===== src/rtl/fp_compare_if.sv =====
// Start/done handshake and operand/result bundle between the FPU sequencer and fp_compare.
interface fp_compare_if #(
  parameter int unsigned PRECISION = 32
);
  logic                 start;
  logic [1:0]           op;
  logic [PRECISION-1:0] fp_a;
  logic [PRECISION-1:0] fp_b;
  logic                 busy;
  logic                 done;
  logic                 res;
  logic                 invalid;
  logic                 unordered;

  modport master (
    output start, op, fp_a, fp_b,
    input  busy, done, res, invalid, unordered
  );

  modport slave (
    input  start, op, fp_a, fp_b,
    output busy, done, res, invalid, unordered
  );
endinterface


===== src/rtl/fp_compare.sv =====
// Multi-cycle IEEE-754 comparator (EQ/LT/LE/UNORD) with NaN classification and invalid flag.
// Define FP_COMPARE_FTZ_EN to flush subnormal operands to signed zero during classification.
module fp_compare #(
  parameter int unsigned PRECISION     = 32,
  parameter int unsigned EXP_SIZE      = 8,
  parameter int unsigned MANTISSA_SIZE = 23
) (
  input  logic         clk,
  input  logic         reset,
  fp_compare_if.slave  bus
);

  typedef enum logic [1:0] {IDLE, CLASSIFY, COMPARE, DONE} state_t;
  typedef enum logic [1:0] {OP_EQ, OP_LT, OP_LE, OP_UNORD} op_t;

  state_t               state_q;
  op_t                  op_q;
  logic [PRECISION-1:0] a_q, b_q;
  logic                 a_zero_q, a_nan_q, a_snan_q;
  logic                 b_zero_q, b_nan_q, b_snan_q;
  logic                 busy_q, done_q, res_q, invalid_q, unordered_q;

  logic [EXP_SIZE-1:0]      a_exp, b_exp;
  logic [MANTISSA_SIZE-1:0] a_frac, b_frac;
  logic                     a_zero_d, a_nan_d, a_snan_d;
  logic                     b_zero_d, b_nan_d, b_snan_d;
  logic                     both_zero, any_nan, any_snan, eq_w, lt_w;
  logic                     res_d, invalid_d;

  assign a_exp  = a_q[PRECISION-2 -: EXP_SIZE];
  assign b_exp  = b_q[PRECISION-2 -: EXP_SIZE];
  assign a_frac = a_q[MANTISSA_SIZE-1:0];
  assign b_frac = b_q[MANTISSA_SIZE-1:0];

  always_comb begin
    a_nan_d  = (&a_exp) && (|a_frac);
    b_nan_d  = (&b_exp) && (|b_frac);
    a_snan_d = a_nan_d && !a_frac[MANTISSA_SIZE-1];
    b_snan_d = b_nan_d && !b_frac[MANTISSA_SIZE-1];
`ifdef FP_COMPARE_FTZ_EN
    a_zero_d = ~|a_exp;
    b_zero_d = ~|b_exp;
`else
    a_zero_d = (~|a_exp) && (~|a_frac);
    b_zero_d = (~|b_exp) && (~|b_frac);
`endif
  end

  // Sign-magnitude ordering: equal signs compare magnitudes, reversed when negative.
  always_comb begin
    both_zero = a_zero_q & b_zero_q;
    any_nan   = a_nan_q | b_nan_q;
    any_snan  = a_snan_q | b_snan_q;
    eq_w      = both_zero || (a_q == b_q);
    if (both_zero)
      lt_w = 1'b0;
    else if (a_q[PRECISION-1] != b_q[PRECISION-1])
      lt_w = a_q[PRECISION-1];
    else if (a_q[PRECISION-1])
      lt_w = a_q[PRECISION-2:0] > b_q[PRECISION-2:0];
    else
      lt_w = a_q[PRECISION-2:0] < b_q[PRECISION-2:0];

    res_d     = 1'b0;
    invalid_d = any_snan;
    case (op_q)
      OP_EQ:    res_d = eq_w & ~any_nan;
      OP_LT:    begin res_d = lt_w & ~any_nan;           invalid_d = any_nan; end
      OP_LE:    begin res_d = (lt_w | eq_w) & ~any_nan;  invalid_d = any_nan; end
      OP_UNORD: res_d = any_nan;
    endcase
  end

  always_ff @(posedge clk or negedge reset) begin
    if (!reset) begin
      state_q     <= IDLE;
      op_q        <= OP_EQ;
      a_q         <= '0;
      b_q         <= '0;
      a_zero_q    <= 1'b0;
      a_nan_q     <= 1'b0;
      a_snan_q    <= 1'b0;
      b_zero_q    <= 1'b0;
      b_nan_q     <= 1'b0;
      b_snan_q    <= 1'b0;
      busy_q      <= 1'b0;
      done_q      <= 1'b0;
      res_q       <= 1'b0;
      invalid_q   <= 1'b0;
      unordered_q <= 1'b0;
    end else begin
      case (state_q)
        IDLE: begin
          if (bus.start) begin
            a_q     <= bus.fp_a;
            b_q     <= bus.fp_b;
            op_q    <= op_t'(bus.op);
            busy_q  <= 1'b1;
            state_q <= CLASSIFY;
          end
        end
        CLASSIFY: begin
          a_zero_q <= a_zero_d;
          a_nan_q  <= a_nan_d;
          a_snan_q <= a_snan_d;
          b_zero_q <= b_zero_d;
          b_nan_q  <= b_nan_d;
          b_snan_q <= b_snan_d;
`ifdef FP_COMPARE_FTZ_EN
          if (a_zero_d) a_q <= {a_q[PRECISION-1], {(PRECISION-1){1'b0}}};
          if (b_zero_d) b_q <= {b_q[PRECISION-1], {(PRECISION-1){1'b0}}};
`endif
          state_q <= COMPARE;
        end
        COMPARE: begin
          res_q       <= res_d;
          invalid_q   <= invalid_d;
          unordered_q <= any_nan;
          busy_q      <= 1'b0;
          done_q      <= 1'b1;
          state_q     <= DONE;
        end
        DONE: begin
          done_q  <= 1'b0;
          state_q <= IDLE;
        end
      endcase
    end
  end

  assign bus.busy      = busy_q;
  assign bus.done      = done_q;
  assign bus.res       = res_q;
  assign bus.invalid   = invalid_q;
  assign bus.unordered = unordered_q;

endmodule


===== src/flat_wrapper.sv =====
// flat-port wrapper written by rule: the top's interface ports become plain ports
module fp_compare_flat 
#(
  parameter int unsigned PRECISION     = 32,
  parameter int unsigned EXP_SIZE      = 8,
  parameter int unsigned MANTISSA_SIZE = 23
)
  (clk, reset, bus_start, bus_op, bus_fp_a, bus_fp_b, bus_busy, bus_done, bus_res, bus_invalid, bus_unordered);
  fp_compare_if #(.PRECISION(PRECISION)) bus_i ();
  input  logic clk;
  input  logic reset;
  input wire logic [$bits(bus_i.start)-1:0] bus_start;
  input wire logic [$bits(bus_i.op)-1:0] bus_op;
  input wire logic [$bits(bus_i.fp_a)-1:0] bus_fp_a;
  input wire logic [$bits(bus_i.fp_b)-1:0] bus_fp_b;
  output wire logic [$bits(bus_i.busy)-1:0] bus_busy;
  output wire logic [$bits(bus_i.done)-1:0] bus_done;
  output wire logic [$bits(bus_i.res)-1:0] bus_res;
  output wire logic [$bits(bus_i.invalid)-1:0] bus_invalid;
  output wire logic [$bits(bus_i.unordered)-1:0] bus_unordered;
  assign bus_i.start = bus_start;
  assign bus_i.op = bus_op;
  assign bus_i.fp_a = bus_fp_a;
  assign bus_i.fp_b = bus_fp_b;
  assign bus_busy = bus_i.busy;
  assign bus_done = bus_i.done;
  assign bus_res = bus_i.res;
  assign bus_invalid = bus_i.invalid;
  assign bus_unordered = bus_i.unordered;
  fp_compare #(.PRECISION(PRECISION), .EXP_SIZE(EXP_SIZE), .MANTISSA_SIZE(MANTISSA_SIZE)) u_core (.clk(clk), .reset(reset), .bus(bus_i));
endmodule

===== config.mk =====
export PLATFORM = sky130hd
export DESIGN_NAME = fp_compare_flat
export DESIGN_NICKNAME = d
export VERILOG_FILES = /design/src/rtl/fp_compare_if.sv /design/src/rtl/fp_compare.sv /design/src/flat_wrapper.sv
export SDC_FILE = /design/constraint.sdc
export NUM_CORES = 1
export LEC_CHECK = 0
export BUFFER_PORTS_ARGS = -buffer_cell sky130_fd_sc_hd__buf_4
export CAP_MARGIN = 20
export CORE_UTILIZATION = 45
export DETAILED_ROUTE_END_ITERATION = 10
export PLACE_DENSITY_LB_ADDON = 0.3
export RECOVER_POWER = 100
export SETUP_SLACK_MARGIN = 0.5
export SYNTH_ARGS = -nofsm -noshare
export SYNTH_HDL_FRONTEND = slang
export SYNTH_SLANG_ARGS = --single-unit

===== constraint.sdc =====
create_clock -name clk -period 1.81 [get_ports clk]
set_clock_uncertainty 0.05 [all_clocks]
set_input_delay 0.181 -clock clk [delete_from_list [all_inputs] [get_ports clk]]
set_output_delay 0.181 -clock clk [all_outputs]
set_load 0.01 [all_outputs]

==> metrics.txt, run 1 <==
starting density of the core=0.4654; crit path from=u_core.b_q[28]; Synth Area in Adders=0.1166; post-synthesis compound-gate area fraction=0.06472; Synth Area in XOR/XNOR=0.002147; sequential fraction of design power=0.257; hold crit path type=input pin to flop; First-pass DRT Iterations=6; worst slew pin tran=0.9630 ns; initial antenna violation count=0; Yosys top cell by area=dfrtp_1; Async SR Flop Fraction=1.000; Gate power share=0.627; synth warn=0; vias in the first global route=4127; share of cells above drive strength 1=0.5052; simple-gate share of the synthesized area=0.09540; grt ovf=0; Hold Crit Start=bus_fp_a[29]; Seq. cell area=1978 um^2; Setup Crit Path Kind=flop to flop; maximum vdd drop=0.8573 mV; worst skew pair latency=0.37 ns; Clk network pwr share=0.116; via count=3969; top cells by area, synth=dfrtp_1, mux2_2, ha_1, inv_1, nor4_1; P_int=7.944 mW; Post-Synthesis Cells=355; Fin Setup TNS=-3.726 ns; CTS tree=yes; failing checks=negative hold slack, negative setup slack; total CTS buffers=9; critical path arrival=2.72 ns; IO Port Bufs=73; critical path's top delay family=simple AND/OR/NAND/NOR gates; P_leak=3.487 nW; setup ws final=-0.6740 ns; period utilisation layout=1.372; via/cell ratio=5.837; largest net degree at the start of global routing=38; CTS H-Tree Depth=3; Nets=675; cell with the largest stage delay on the worst path=dfrtp_1; Final Slew Violations=0; portion of netlist area occupied by mux cells=0.1847; final antenna-violating net count=0; WP data required=2.05 ns; P_sw=4.938 mW; Seq cells post-synth=79; crit-path max FO=3; die area=9449 um^2; DRC errors left=0; Overall Power=12.88 mW; first-pass GRT wire length=21.57 mm; post-DP HPWL=7.643 mm; CP peak stage delay=0.36 ns; gr usage total=0.2983; DIE HEIGHT=97.21 um; Placement Cell Area=5607 um^2; worst slew margin relative to its limit=0.3580; power density cells=1851 nW/um^2; Worst setup SP type=flop; Synth top cells by count=dfrtp_1, mux2_2, inv_1, ha_1; Die Wd=97.21 um; Worst R2R Start=u_core.b_q[28]; Sw Ratio=0.3833; Syn Nets=462; FP Rows=34; # diodes=0; clk slew on worst S/H paths=0.08 ns; Placer Congestion=0.8240; Netlist cell types=37; CP bufs+invs=2; sequential fraction of the synthesis area=0.4847; core area=8763 um^2; clk sinks=79; Final Cell Area=6958 um^2; crit path cell chain=inv_1 -> ha_1 -> nand4_1 -> nor4_2 -> nand3_1 -> buf_4 -> o21ai_1 -> nand4bb_1 -> o211ai_2; largest family of logic cells by synthesized area=multiplexers; initial drt markers=235; Most used DFF post-synth=dfrtp_1; CP endpoint kind=flop; Post-synth EDFFs=0; Final Critical Period=2.484 ns; Fillers=452; Yosys top cell area share=0.4847; area delta synth->final=70.58%; status=finished, violations left; worst hold slack=-0.006927 ns; syn avg cell area=11.49 um^2; Wirelength per Cell=22.46 um; Finished Layout Cells=680; Hold Vio Cnt, Final=5; count leader, synth=dfrtp_1; area of the multi-input gates=2485 um^2; area of the mapped netlist=4079 um^2; clk buf depth=2; RSZ-0062 raised after global routing=true; maxcap violations=0; final WL=15.27 mm; # IOs=74; final setup fails=49; max frequency=0.4026 GHz; placed cells=600; root buf cell=clkbuf_8
[flip-flops by register name (all words and copies together) (netlist names)]
| name | flops |
|---|---|
| u_core.state_q | 2 |
| u_core.op_q | 2 |
| u_core.bus.res | 1 |
| u_core.bus.done | 1 |
| u_core.a_q | 32 |
| u_core.b_snan_q | 1 |
| u_core.a_zero_q | 1 |
| u_core.b_nan_q | 1 |
| u_core.bus.invalid | 1 |
| u_core.b_q | 32 |
| u_core.b_zero_q | 1 |
| u_core.bus.busy | 1 |
| u_core.a_snan_q | 1 |
| u_core.a_nan_q | 1 |
| u_core.bus.unordered | 1 |
[through the flow]
step	utilization	hold slack (ns)	setup slack [ns]
after detailed placement	0.6398	0.1263	-0.2069
after CTS	0.7788	0.00008935	-0.2462
after floorplan	-	-0.1646	-0.07159
final	0.7940	-0.006927	-0.6740
after global placement	0.6398	0.1217	-0.1588
after global routing	0.7940	-0.003980	-0.6638
[placed cells by master, fill, tap and decap left out, drive strengths merged, types with 14 or more instances in the layout]
master	instances
dfrtp	79
buf	167
inv	46
o21ai	15
nor2	14
nor4	15
clkbuf	21
dlygate4sd3	33
mux2	66
ha	38
[cell families (layout without fill, tap and decap cells)]
family,after synthesis,in the layout
XOR/XNOR,1,1
AND/OR/NAND/NOR,72,73
adder cells (fa/ha/maj),38,38
buffers and inverters,55,271
AO/OA/AOI/OAI,43,43
flip-flops,79,79
multiplexers,67,67
[routing by layer]
| layer | up-vias | GRT usage | wire length (um) |
|---|---|---|---|
| met2 | 260 | 0.4902 | 7293 |
| met3 | 104 | 0.05612 | 1144 |
| met5 | - | 0 | 0 |
| li1 | 1697 | - | - |
| met4 | 0 | 0.1791 | 983 |
| met1 | 1908 | 0.3645 | 5851 |
[power by group through the flow]
stage               combinational (mW)  sequential, mW  clock [mW]
finish                            8.08            3.31        1.50
global route                      8.60            3.38        1.57
CTS                               7.07            3.18        1.47
detailed placement                5.69            3.20           0
global placement                  5.46            3.15           0
floorplan                         3.41            3.23           0
[worst register-to-register path: stages, from the launching register on]
cell and delay [ns]:
dfrtp_1 0.36, inv_1 0.06, ha_1 0.32, nand4_1 0.24, nor4_2 0.32, nand3_1 0.17
buf_4 0.18, o21ai_1 0.29, nand4bb_1 0.28, o211ai_2 0.14
[cell type report]
cell class              instances  area share
clock inverters                 4     0.01007
repair buffers                210      0.2839
well taps                     108     0.01942
flip-flops and latches         79      0.2843
inverters                      46     0.02482
multi-input cells             222      0.3571
clock buffers                  11     0.02032
[timing repair]
item                       4_1_cts  5_1_grt
setup buffers                   18        4
setup endpoints to repair       75       76
pin swaps                       22       18
hold buffers                    33        0
gates cloned                     9        1
resized for setup               50       32
hold endpoints to repair        67        0
[worst paths after layout]
path | to | slack, ns | depth (start not counted)
max | u_core.bus.res | -0.67 | 9
min | u_core.a_q[29] | -0.007 | 2
max reg2reg | u_core.bus.res | -0.67 | 9
min reg2reg | u_core.bus.invalid | 0.48 | 2
max in group asynchronous | u_core.state_q[0] | 0.19 | 3
min in group asynchronous | u_core.a_q[23] | 0.44 | 2
Power figures use the tool's default switching activity.
==> run 2: changes to the inputs <==
==> constraint.sdc (replaced) <==
create_clock -name clk -period 1.81 [get_ports clk]
set_clock_uncertainty 0.05 [all_clocks]
set_input_delay 0.0905 -clock clk [delete_from_list [all_inputs] [get_ports clk]]
set_output_delay 0.0905 -clock clk [all_outputs]
set_load 0.01 [all_outputs]
==> run 2 against run 1 <==
Against the previous run: the flow still finishes with violations (negative hold slack, negative setup slack); largest cell class unchanged; power grew 1.9%; critical path depth shrank 1; sequential share of layout area shrank 1.4 points; global-route usage grew 1.7 points; critical endpoint unchanged; wire length grew 6.5%; cell count grew 4.6%.
==> metrics.txt, run 2 (same netlist as run 1, synthesis figures left out) <==
FF-to-FF setup slack=-0.61 ns (was -0.67 ns); via/cell ratio=5.807 (was 5.837); Overall Power=13.12 mW (was 12.88 mW); Final Cell Area=7313 um^2 (was 6958 um^2); # IOs=74 (unchanged); Fin Setup TNS=-0.6078 ns (was -3.726 ns); Wirelength per Cell=22.87 um (was 22.46 um); WP data required=1.99 ns (was 2.05 ns); maxcap violations=0 (unchanged); setup ws final=-0.6078 ns (was -0.6740 ns); clk sinks=79 (unchanged); worst hold slack=-0.008493 ns (was -0.006927 ns); FP Rows=34 (unchanged); crit-path max FO=3 (unchanged); CP endpoint kind=flop (unchanged); area delta synth->final=79.29% (was 70.58%); core area=8763 um^2 (unchanged); crit path cell chain=inv_1 -> ha_4 -> nand4_1 -> nor3_1 -> a21oi_1 -> o211ai_1 -> nand4bb_1 -> o211ai_2 (was inv_1 -> ha_1 -> nand4_1 -> nor4_2 -> nand3_1 -> buf_4 -> o21ai_1 -> nand4bb_1 -> o211ai_2); CP peak stage delay=0.49 ns (was 0.36 ns); vias in the first global route=4383 (was 4127); power density cells=1794 nW/um^2 (was 1851 nW/um^2); Hold Vio Cnt, Final=1 (was 5); share of cells above drive strength 1=0.4892 (was 0.5052); largest net degree at the start of global routing=45 (was 38); Gate power share=0.630 (was 0.627); IO Port Bufs=73 (unchanged); root buf cell=clkbuf_8 (unchanged); final setup fails=1 (was 49); P_sw=5.083 mW (was 4.938 mW); Final Slew Violations=0 (unchanged); hold crit path type=input pin to flop (unchanged); Final Critical Period=2.418 ns (was 2.484 ns); die area=9449 um^2 (unchanged); P_int=8.040 mW (was 7.944 mW); Setup Crit Path Kind=flop to flop (unchanged); DRC errors left=0 (unchanged); failing checks=negative hold slack, negative setup slack (unchanged); CTS tree=yes (unchanged); grt ovf=0 (unchanged); Sw Ratio=0.3873 (was 0.3833); DIE HEIGHT=97.21 um (unchanged); First-pass DRT Iterations=5 (was 6); period utilisation layout=1.336 (was 1.372); Placer Congestion=0.8108 (was 0.8240); initial drt markers=266 (was 235); placed cells=599 (was 600); cell with the largest stage delay on the worst path=nor3_1 (was dfrtp_1); worst slew margin relative to its limit=0.3723 (was 0.3580); critical path arrival=2.60 ns (was 2.72 ns); pre-CTS setup slack=-0.1712 ns (was -0.2069 ns); Final Util=0.8345 (was 0.7940); sequential fraction of design power=0.256 (was 0.257); post-DP HPWL=7.818 mm (was 7.643 mm); Finished Layout Cells=711 (was 680); total CTS buffers=9 (unchanged); worst skew pair latency=0.37 ns (about the same); commonest non-fill, non-tap cell in the layout=buf_4 (unchanged); initial antenna violation count=0 (unchanged); gr usage total=0.3152 (was 0.2983); # diodes=0 (unchanged); CTS H-Tree Depth=3 (unchanged); biggest regs=u_core.a_q x32, u_core.b_q x32 (unchanged); status=finished, violations left (unchanged); starting density of the core=0.4654 (unchanged); P_leak=3.614 nW (was 3.487 nW); max frequency=0.4136 GHz (was 0.4026 GHz); via count=4129 (was 3969); clk buf depth=2 (unchanged); worst slew pin tran=0.9416 ns (was 0.9630 ns); RSZ-0062 raised after global routing=true (unchanged); final WL=16.26 mm (was 15.27 mm); clk slew on worst S/H paths=0.09 ns (was 0.08 ns); Placement Cell Area=5599 um^2 (was 5607 um^2); most frequent cells in the layout=buf_4, dfrtp_1, dlygate4sd3_1 (was buf_4, dfrtp_1, mux2_4); first-pass GRT wire length=22.76 mm (was 21.57 mm); final antenna-violating net count=0 (unchanged); Nets=706 (was 675); Clk network pwr share=0.115 (was 0.116); Die Wd=97.21 um (unchanged); maximum vdd drop=0.9413 mV (was 0.8573 mV); Worst setup SP type=flop (unchanged)
run 2: power by group through the flow:
| stage | logic [mW] | registers [mW] | clock network, mW |
|---|---|---|---|
| 5_1_grt | 8.73 | 3.41 | 1.57 |
| 2_1_floorplan | 3.41 | 3.23 | 0 |
| 3_3_place_gp | 5.46 | 3.15 | 0 |
| 6_report | 8.26 | 3.35 | 1.51 |
| 3_5_place_dp | 5.70 | 3.21 | 0 |
| 4_1_cts | 6.94 | 3.20 | 1.47 |
run 2: final timing paths:
kind | startpoint | to | cells past startpoint
setup / recovery | u_core.b_q[25] | u_core.bus.res | 8
hold / removal | bus_start | u_core.state_q[1] | 2
setup reg to reg | u_core.b_q[25] | u_core.bus.res | 8
hold reg to reg | u_core.bus.invalid | u_core.bus.invalid | 2
max in group asynchronous | reset | u_core.a_q[19] | 3
min in group asynchronous | reset | u_core.b_q[23] | 2
run 2: layout make-up:
type                            instances  area [um^2]
Fill cell                             421         1450
Inverter                               46        175.2
Timing Repair Buffer                  241         2283
Tap cell                              108        135.1
Clock inverter                          3        67.56
Sequential cell                        79         1977
Clock buffer                           12        145.1
Multi-Input combinational cell        222         2530
run 2: worst max-delay path, delay by kind of cell (launching register included):
kind	cells	cell delay, ns
buffers and inverters	1	0.10
flip-flops	1	0.41
AND/OR/NAND/NOR	3	0.94
adder cells (fa/ha/maj)	1	0.28
AO/OA/AOI/OAI	3	0.50
run 2: what timing repair did:
action	in CTS	in global routing
buffers inserted	10	11
resized for setup	51	34
hold endpoints to repair	101	0
pin swaps	14	11
gates cloned	9	0
hold buffers	67	0
endpoints found under the setup margin	75	76
run 2: routing by layer:
layer,GRT usage,part of all wire
met3,0.04748,0.062
met1,0.3831,0.39
met4,0.1676,0.056
met2,0.5390,0.49
met5,0,0
==> run 3: changes to the inputs <==
--- a/config.mk
+++ b/config.mk
@@ -11,7 +11,6 @@
 export DETAILED_ROUTE_END_ITERATION = 10
 export PLACE_DENSITY_LB_ADDON = 0.3
 export RECOVER_POWER = 100
-export SETUP_SLACK_MARGIN = 0.5
 export SYNTH_ARGS = -nofsm -noshare
 export SYNTH_HDL_FRONTEND = slang
 export SYNTH_SLANG_ARGS = --single-unit
==> run 3 against run 2 <==
Against the previous run: the run ends with negative setup slack left; sequential share of layout area up 4.6 points; via count down 16%; clock power down 3%; register-to-register slack better by 0.27 ns; core utilization shrank 12 points; final area shrank 14%; combinational power shrank 37%; critical path type unchanged.
==> metrics.txt, run 3 (same netlist as run 1, synthesis figures left out) <==
most frequent cells in the layout=buf_4, dfrtp_1, dlygate4sd3_1 (unchanged); final antenna-violating net count=0 (unchanged); setup ws final=-0.3358 ns (was -0.6078 ns); First-pass DRT Iterations=4 (was 5); Clk network pwr share=0.149 (was 0.115); Final Slew Violations=0 (unchanged); IO Port Bufs=73 (unchanged); worst skew pair latency=0.35 ns (was 0.37 ns); pre-CTS setup slack=-0.2954 ns (was -0.1712 ns); period utilisation layout=1.186 (was 1.336); biggest regs=u_core.a_q x32, u_core.b_q x32 (unchanged); initial drt markers=111 (was 266); Wirelength per Cell=15.60 um (was 22.87 um); power density cells=1585 nW/um^2 (was 1794 nW/um^2); failing checks=negative setup slack (was negative hold slack, negative setup slack); initial antenna violation count=0 (unchanged); grt ovf=0 (unchanged); starting density of the core=0.4654 (unchanged); clk buf depth=2 (unchanged); status=finished, violations left (unchanged); maximum vdd drop=0.8087 mV (was 0.9413 mV); DRC errors left=0 (unchanged); worst slew pin tran=0.7029 ns (was 0.9416 ns); Hold Vio Cnt, Final=0 (was 1); CP endpoint kind=flop (unchanged); root buf cell=clkbuf_8 (unchanged); DIE HEIGHT=97.21 um (unchanged); area delta synth->final=53.31% (was 79.29%); FP Rows=34 (unchanged); Sw Ratio=0.3532 (was 0.3873); clk slew on worst S/H paths=0.08 ns (was 0.09 ns); Placer Congestion=0.7841 (was 0.8108); Finished Layout Cells=682 (was 711); commonest non-fill, non-tap cell in the layout=buf_4 (unchanged); CTS H-Tree Depth=3 (unchanged); die area=9449 um^2 (unchanged); # IOs=74 (unchanged); placed cells=594 (was 599); maxcap violations=0 (unchanged); Top Metal Used=met4 (unchanged); Gate power share=0.529 (was 0.630); hold crit path type=input pin to asynchronous set/reset pin (was input pin to flop); Die Wd=97.21 um (unchanged); via count=3481 (was 4129); core area=8763 um^2 (unchanged); post-DP HPWL=7.309 mm (was 7.818 mm); Final Critical Period=2.146 ns (was 2.418 ns); met3 wire length=336 um (was 1.014 mm); critical path arrival=2.36 ns (was 2.60 ns); P_sw=3.501 mW (was 5.083 mW); RSZ-0062 raised after global routing=true (unchanged); WL met1=4.719 mm (was 6.328 mm); sequential fraction of design power=0.322 (was 0.256); gr usage total=0.2319 (was 0.3152); Final Cell Area=6254 um^2 (was 7313 um^2); Setup Crit Path Kind=flop to flop (unchanged); worst slew margin relative to its limit=0.5314 (was 0.3723); first-pass GRT wire length=17.25 mm (was 22.76 mm); clk sinks=79 (unchanged); worst hold slack=0.2459 ns (was -0.008493 ns); wire length on met2=5.338 mm (was 8.012 mm); P_int=6.411 mW (was 8.040 mW); final WL=10.64 mm (was 16.26 mm); final setup fails=1 (unchanged); Placement Cell Area=5266 um^2 (was 5599 um^2); WP data required=2.03 ns (was 1.99 ns); CTS tree=yes (unchanged); largest net degree at the start of global routing=55 (was 45); Nets=676 (was 706); # diodes=0 (unchanged); crit-path max FO=3 (unchanged); via/cell ratio=5.104 (was 5.807); share of cells above drive strength 1=0.4024 (was 0.4892); Overall Power=9.912 mW (was 13.12 mW); P_leak=2.975 nW (was 3.614 nW); max frequency=0.4660 GHz (was 0.4136 GHz); total CTS buffers=9 (unchanged); vias in the first global route=3583 (was 4383); Worst setup SP type=flop (unchanged)
run 3: cell types whose count changed in the layout (fill, tap and decap cells not counted), moves of 5 or more:
cell     change
buf_12       -8
buf_16       -8
buf_4        -5
buf_6       -15
mux2_2      +66
mux2_4      -66
nor4_1       +8
nor4_4       -7
o21ai_0      +7
run 3: final timing paths:
kind	from	to	slack (ns)	depth (start not counted)
min	reset	u_core.b_q[24]	0.25	2
min in group clk	u_core.bus.done	u_core.bus.done	0.44	2
max reg2reg	u_core.a_q[26]	u_core.bus.res	-0.34	7
max	u_core.a_q[26]	u_core.bus.res	-0.34	7
min reg2reg	u_core.bus.done	u_core.bus.done	0.44	2
max in group asynchronous	reset	u_core.a_q[12]	0.31	3
run 3: metal layers:
| layer | track usage | vias to the layer above |
|---|---|---|
| met5 | 0 | - |
| met1 | 0.3029 | 1676 |
| li1 | - | 1695 |
| met2 | 0.3852 | 90 |
| met3 | 0.02806 | 20 |
| met4 | 0.1079 | 0 |
run 3: timing repair:
action | in CTS | in global routing
pin swaps | 3 | 5
gates resized for setup | 3 | 10
setup buffers | 0 | 4
hold buffers | 68 | 0
setup endpoints to repair | 1 | 3
hold endpoints to repair | 146 | 0
run 3: worst max-delay path, cell delays in order (launching register included):
cell and delay (ns):
dfrtp_1 0.43, ha_4 0.28, nand4_1 0.18, nor4_2 0.28, nand3_1 0.16, o21a_1 0.23, o311a_1 0.31, o211ai_2 0.14
run 3: power by group through the flow:
stage / Combinational [mW] / Clock [mW] / Sequential, mW
finish: 5.24 / 1.47 / 3.19
global route: 5.86 / 1.57 / 3.27
CTS: 5.10 / 1.50 / 3.16
global placement: 4.67 / 0 / 3.13
detailed placement: 4.90 / 0 / 3.17
floorplan: 2.63 / 0 / 3.18
run 3: area by class of cell:
class,instances,area [um^2]
Fill cell,592,2510
Sequential cell,79,1977
Inverter,46,172.7
Clock buffer,13,158.9
Timing Repair Buffer,212,1748
Clock inverter,3,65.06
Multi-Input combinational cell,221,1997
Tap cell,108,135.1
run 3: metrics by stage:
step | setup TNS [ns] | utilization
2_1_floorplan | -0.07159 | -
6_report | -0.3358 | 0.7136
5_1_grt | -1.911 | 0.7136
3_3_place_gp | -0.1908 | 0.6009
4_1_cts | -0.2995 | 0.7070
3_5_place_dp | -0.2954 | 0.6009
